<file path="src/rtl/bcd_stopwatch.sv">
// BCD stopwatch MM:SS.T counting prescaled tick pulses, with run/pause,
// clear and lap-freeze controls. All outputs are registered.
module bcd_stopwatch #(
    parameter int unsigned TICKS_PER_TENTH = 1
) (
    input  logic       clk,
    input  logic       reset_n,
    input  logic       tick,
    input  logic       start_stop,
    input  logic       clear,
    input  logic       lap,
    output logic       timer_en,
    output logic       running,
    output logic       lap_active,
    output logic       overflow,
    output logic [3:0] tenths,
    output logic [3:0] sec_ones,
    output logic [3:0] sec_tens,
    output logic [3:0] min_ones,
    output logic [3:0] min_tens
);

    typedef enum logic [1:0] {
        ST_IDLE  = 2'd0,
        ST_RUN   = 2'd1,
        ST_LAP   = 2'd2,
        ST_PAUSE = 2'd3
    } state_t;

    localparam logic [7:0] PRE_MAX = 8'(TICKS_PER_TENTH - 1);

    // Count vectors are packed {min_tens, min_ones, sec_tens, sec_ones, tenths}.
    // Returns {wrap, next}; wrap marks the 59:59.9 -> 00:00.0 rollover.
    function automatic logic [20:0] bcd_inc(input logic [19:0] c);
        logic [3:0] d0, d1, d2, d3, d4;
        logic       wrap;
        {d4, d3, d2, d1, d0} = c;
        wrap = 1'b0;
        if (d0 != 4'd9) begin
            d0 = d0 + 4'd1;
        end else begin
            d0 = 4'd0;
            if (d1 != 4'd9) begin
                d1 = d1 + 4'd1;
            end else begin
                d1 = 4'd0;
                if (d2 != 4'd5) begin
                    d2 = d2 + 4'd1;
                end else begin
                    d2 = 4'd0;
                    if (d3 != 4'd9) begin
                        d3 = d3 + 4'd1;
                    end else begin
                        d3 = 4'd0;
                        if (d4 != 4'd5) begin
                            d4 = d4 + 4'd1;
                        end else begin
                            d4   = 4'd0;
                            wrap = 1'b1;
                        end
                    end
                end
            end
        end
        return {wrap, d4, d3, d2, d1, d0};
    endfunction

    state_t      state_r, state_s;
    logic [19:0] live_r, live_s;
    logic [19:0] lap_r, lap_s;
    logic [7:0]  pre_r, pre_s;
    logic        ovf_r, ovf_s;
    logic [20:0] inc_s;
    logic [19:0] disp_r;
    logic        timer_en_r, running_r, lap_active_r;

    // Next-state, counting and lap-capture logic for one clock cycle.
    always_comb begin
        state_s = state_r;
        live_s  = live_r;
        lap_s   = lap_r;
        pre_s   = pre_r;
        ovf_s   = ovf_r;
        inc_s   = bcd_inc(live_r);

        // Ticks count only in the state held at the start of the cycle.
        if (tick && (state_r == ST_RUN || state_r == ST_LAP)) begin
            if (pre_r == PRE_MAX) begin
                pre_s  = 8'd0;
                live_s = inc_s[19:0];
                ovf_s  = ovf_r | inc_s[20];
            end else begin
                pre_s = pre_r + 8'd1;
            end
        end else begin
            pre_s = pre_r;
        end

        case (state_r)
            ST_IDLE: begin
                if (start_stop) state_s = ST_RUN;
                else            state_s = ST_IDLE;
            end
            ST_RUN: begin
                if (start_stop) begin
                    state_s = ST_PAUSE;
                end else if (lap) begin
                    state_s = ST_LAP;
                    lap_s   = live_r;
                end else begin
                    state_s = ST_RUN;
                end
            end
            ST_LAP: begin
                if (start_stop) state_s = ST_PAUSE;
                else if (lap)   state_s = ST_RUN;
                else            state_s = ST_LAP;
            end
            ST_PAUSE: begin
                if (clear) begin
                    state_s = ST_IDLE;
                    live_s  = 20'd0;
                    pre_s   = 8'd0;
                    ovf_s   = 1'b0;
                end else if (start_stop) begin
                    state_s = ST_RUN;
                end else begin
                    state_s = ST_PAUSE;
                end
            end
            default: state_s = ST_IDLE;
        endcase
    end

    // State, count registers and registered output decode.
    always_ff @(posedge clk) begin
        if (!reset_n) begin
            state_r      <= ST_IDLE;
            live_r       <= 20'd0;
            lap_r        <= 20'd0;
            pre_r        <= 8'd0;
            ovf_r        <= 1'b0;
            disp_r       <= 20'd0;
            timer_en_r   <= 1'b0;
            running_r    <= 1'b0;
            lap_active_r <= 1'b0;
        end else begin
            state_r      <= state_s;
            live_r       <= live_s;
            lap_r        <= lap_s;
            pre_r        <= pre_s;
            ovf_r        <= ovf_s;
            disp_r       <= (state_s == ST_LAP) ? lap_s : live_s;
            timer_en_r   <= (state_s == ST_RUN) || (state_s == ST_LAP);
            running_r    <= (state_s == ST_RUN) || (state_s == ST_LAP);
            lap_active_r <= (state_s == ST_LAP);
        end
    end

    assign timer_en   = timer_en_r;
    assign running    = running_r;
    assign lap_active = lap_active_r;
    assign overflow   = ovf_r;
    assign {min_tens, min_ones, sec_tens, sec_ones, tenths} = disp_r;

endmodule

</file>
<file path="config.mk">
export PLATFORM = sky130hd
export DESIGN_NAME = bcd_stopwatch
export DESIGN_NICKNAME = d
export VERILOG_FILES = /design/src/rtl/bcd_stopwatch.sv
export SDC_FILE = /design/constraint.sdc
export NUM_CORES = 1
export LEC_CHECK = 0
export CAP_MARGIN = 20
export CORE_ASPECT_RATIO = 0.9
export CORE_MARGIN = 10
export CORE_UTILIZATION = 55
export CTS_CLUSTER_DIAMETER = 150
export DETAILED_ROUTE_END_ITERATION = 8
export PLACE_DENSITY = 0.74
export SLEW_MARGIN = 20
export SYNTH_ARGS = -nofsm -noshare
export SYNTH_HDL_FRONTEND = slang
export SYNTH_SLANG_ARGS = --single-unit
export TNS_END_PERCENT = 5
</file>
<file path="constraint.sdc">
create_clock -name clk -period 2.9 [get_ports clk]
set_input_delay 0.29 -clock clk [delete_from_list [all_inputs] [get_ports clk]]
set_output_delay 0.29 -clock clk [all_outputs]
set_load 0.05 [all_outputs]
</file>
==> run_results.csv <==
group,metric,value,unit
setup_path,cp_cell_sequence,"inv_1, ha_1, mux2_2, o32ai_1, nand2_1, o21ai_0, ha_1, nand2_1, inv_1, nor2_1, buf_4, a221oi_1",
global_routing,grt_pass1_wl,11.9,mm
synth,yosysTopAreaCell,"dfxtp_1",
clock_tree,clock-sinks,73,
detailed_routing,routed_wl,7.04,mm
setup_path,crit_path_end_kind,"register",
floorplanning,num_rows,26,
finish,n_antenna_cell,0,
finish,drive_gt1_share,10.1,%
timing,finalMaxSlewViolations,0,
placed_design,gp_congestion,0.826,
setup_path,critPathLaunchType,"register",
timing,maxSlewHeadroom,43.3,%
global_routing,gr-total-overflow,0,
floorplanning,die-area,0.00920,mm2
synth,netlist.area_leader.share,46.1,%
clock_tree,cts_setup_buffers,0,
setup_path,critPathKind,"reg2reg",
floorplanning,io_pins,30,
timing,final.setup.tns,0,ps
finish,final_area,0.00378,mm2
synth,ys_seq_area_share,46.1,%
synth,ys_top_cells_by_area,"dfxtp_1, mux2i_1, nor2_1",
timing,final-setup-viol-count,0,
setup_path,path_delay_family,"compound AO/OA/AOI/OAI gates",
finish,multi_input_area,0.00157,mm2
clock_tree,cts_buffers,9,
finish,mostFrequentLayoutCell,"dfxtp_1",
detailed_routing,drc_errors,0,
setup_path,max_stage_delay,370,ps
power,p_leak,1.53,nW
setup_path,cp_slowest_cell,"dfxtp_1",
clock_tree,ctsHtreeMaxLevel,3,
placed_design,dp_hpwl,4.91,mm
setup_path,arrival,2610,ps
synth,yosysUniqueCellTypes,52,
detailed_routing,drtIter0Drc,147,
detailed_routing,wl_per_cell,15.7,um
clock_tree,path_clk_slew,80,ps
timing,finalCriticalPeriod,2360,ps
finish,area_growth,19.3,%
clock_tree,clk_latency,350,ps
timing,max_freq,423,MHz
clock_tree,clock_path_buffers,2,
clock_tree,postCtsHoldBufs,0,
timing,skew,5.06,ps
synth,syn_avg_cell_area,9.37,um2
synth,syn_inst,338,
timing,rsz0062_at_grt,"no",
synth,syn-num-nets,353,
detailed_routing,drtAntennaViolNets,0,
global_routing,antenna_found_initial,0,
detailed_routing,routed_via_density,5.57,
setup_path,r2r_setup_slack,540,ps
setup_path,cp_num_buf_inv,3,
detailed_routing,first_pass_iters,4,
synth,ys_warn_count,0,
finish,nNetsFinal,387,
timing,finalHoldViolCount,0,
floorplanning,fp.dieH,92.0,um
global_routing,grt_use_total,16.0,%
floorplanning,start_util,56.3,%
power,ir_worst_vdd,0.382,mV
synth,ys_ff_latch,73,
global_routing,grt_pass1_vias,2526,
finish,regArea,0.00146,mm2
clock_tree,cts_root_buffer,"clkbuf_8",
clock_tree,cts_resized,0,
synth,synthesis.area,0.00317,mm2
floorplanning,die_w,100,um
run,cap_violations,0,
floorplanning,fp.coreArea,0.00563,mm2
power,pwr_density_cell,550,mW/mm2
global_routing,grt_max_degree,26,
placed_design,placed_cell_area,0.00353,mm2
setup_path,crit_required,3150,ps
finish,nFillCells,452,
outcome,status,"complete, no violations",
timing,period_share,81.5,%
clock_tree,cts_tree,"yes",
min_path,worstHoldPathType,"reg2reg",
timing,tightestPinTransition,850,ps
setup_path,worstPathMaxFanout,7,
finish,final_cell_mix,"dfxtp_1, nor2_1, clkdlybuf4s50_1, nand2_1, mux2i_1",
detailed_routing,vias,2489,
placed_design,numPortBuffers,29,
==> state kept, by name, indices dropped and copies added, names as in the netlist <==
name and count:
overflow 1, live_r 20, pre_r 8, state_r 2, lap_r 20, disp_r 20
running 1, lap_active 1
==> cell type report <==
type | instances | area share (%)
well taps | 70 | 2.32
flip-flops and latches | 73 | 38.7
repair buffers | 39 | 9.67
clock inverters | 5 | 2.72
multi-input cells | 236 | 41.6
clock buffers | 11 | 3.74
inverters | 13 | 1.29
==> layer usage <==
metal	global-route usage, %	vias to the layer above	routed length, um
met4	6.94	0	129
met1	19.1	1170	3200
li1	-	1243	-
met2	25.9	65	3280
met5	0	-	0
met3	5.03	11	431
==> cell families after synthesis <==
kind of cell / Yosys count / share of synthesized area [%]
AO/OA/AOI/OAI: 52 / 11.4
XOR/XNOR: 13 / 3.60
adder cells (fa/ha/maj): 9 / 3.56
buffers and inverters: 29 / 4.27
flip-flops: 73 / 46.1
multiplexers: 23 / 7.31
AND/OR/NAND/NOR: 139 / 23.7
==> worst min-delay path, stage by stage (launching register included) <==
cell and delay (ps):
dfxtp_1 320, a21oi_1 70, nor2_1 70
==> stage by stage <==
stage	power, W	std cells	utilization [%]	hold slack (ps)	setup WS, ps
5_1_grt	0.00214	447	67.1	514	340
6_report	0.00208	447	67.1	486	537
3_5_place_dp	0.00113	431	62.8	472	341
3_3_place_gp	0.00112	431	62.8	464	434
4_1_cts	0.00209	447	67.1	493	537
2_1_floorplan	0.00109	338	-	412	781
==> power by group <==
part           internal (W)  switching [W]  total [W]
logic             0.0000329      0.0000589  0.0000918
registers           0.00101     0.00000426    0.00101
clock network      0.000594       0.000380   0.000974
total               0.00163       0.000443    0.00208
==> synthesized netlist by cell type (all sizes together) <==
master and count:
nand2b 3, nand4 7, nor3 5, nor3b 2
dlygate4sd1 1, or2 1, nand3 10, mux2i 22
and3b 2, o211ai 1, a22o 1, inv 13
nor4bb 1, a211o 1, buf 9, or3 5
nor4 5, and3 3, a2bb2oi 8, a21o 1
a2111oi 1, o31ai 2, xnor2 7, o21a 2
nor2 57, and4b 1, a221oi 6, nand2 24
or4 2, and2 3, a21oi 16, clkbuf 6
a32oi 1, dfxtp 73, a21boi 1, o21bai 1
nand3b 2, mux2 1, and4bb 2, ha 9
o32ai 2, nor2b 4, o21ai 8, xor2 6
==> worst paths after layout <==
kind,from,to,cells after the start
setup / recovery,state_r[1]$_SDFF_PN0_,disp_r[0]$_SDFF_PN0_,12
hold / removal,lap_r[5]$_SDFF_PN0_,lap_r[5]$_SDFF_PN0_,2
setup reg to reg,state_r[1]$_SDFF_PN0_,disp_r[0]$_SDFF_PN0_,12
hold reg to reg,lap_r[5]$_SDFF_PN0_,lap_r[5]$_SDFF_PN0_,2
(Power assumes the default switching activity.)
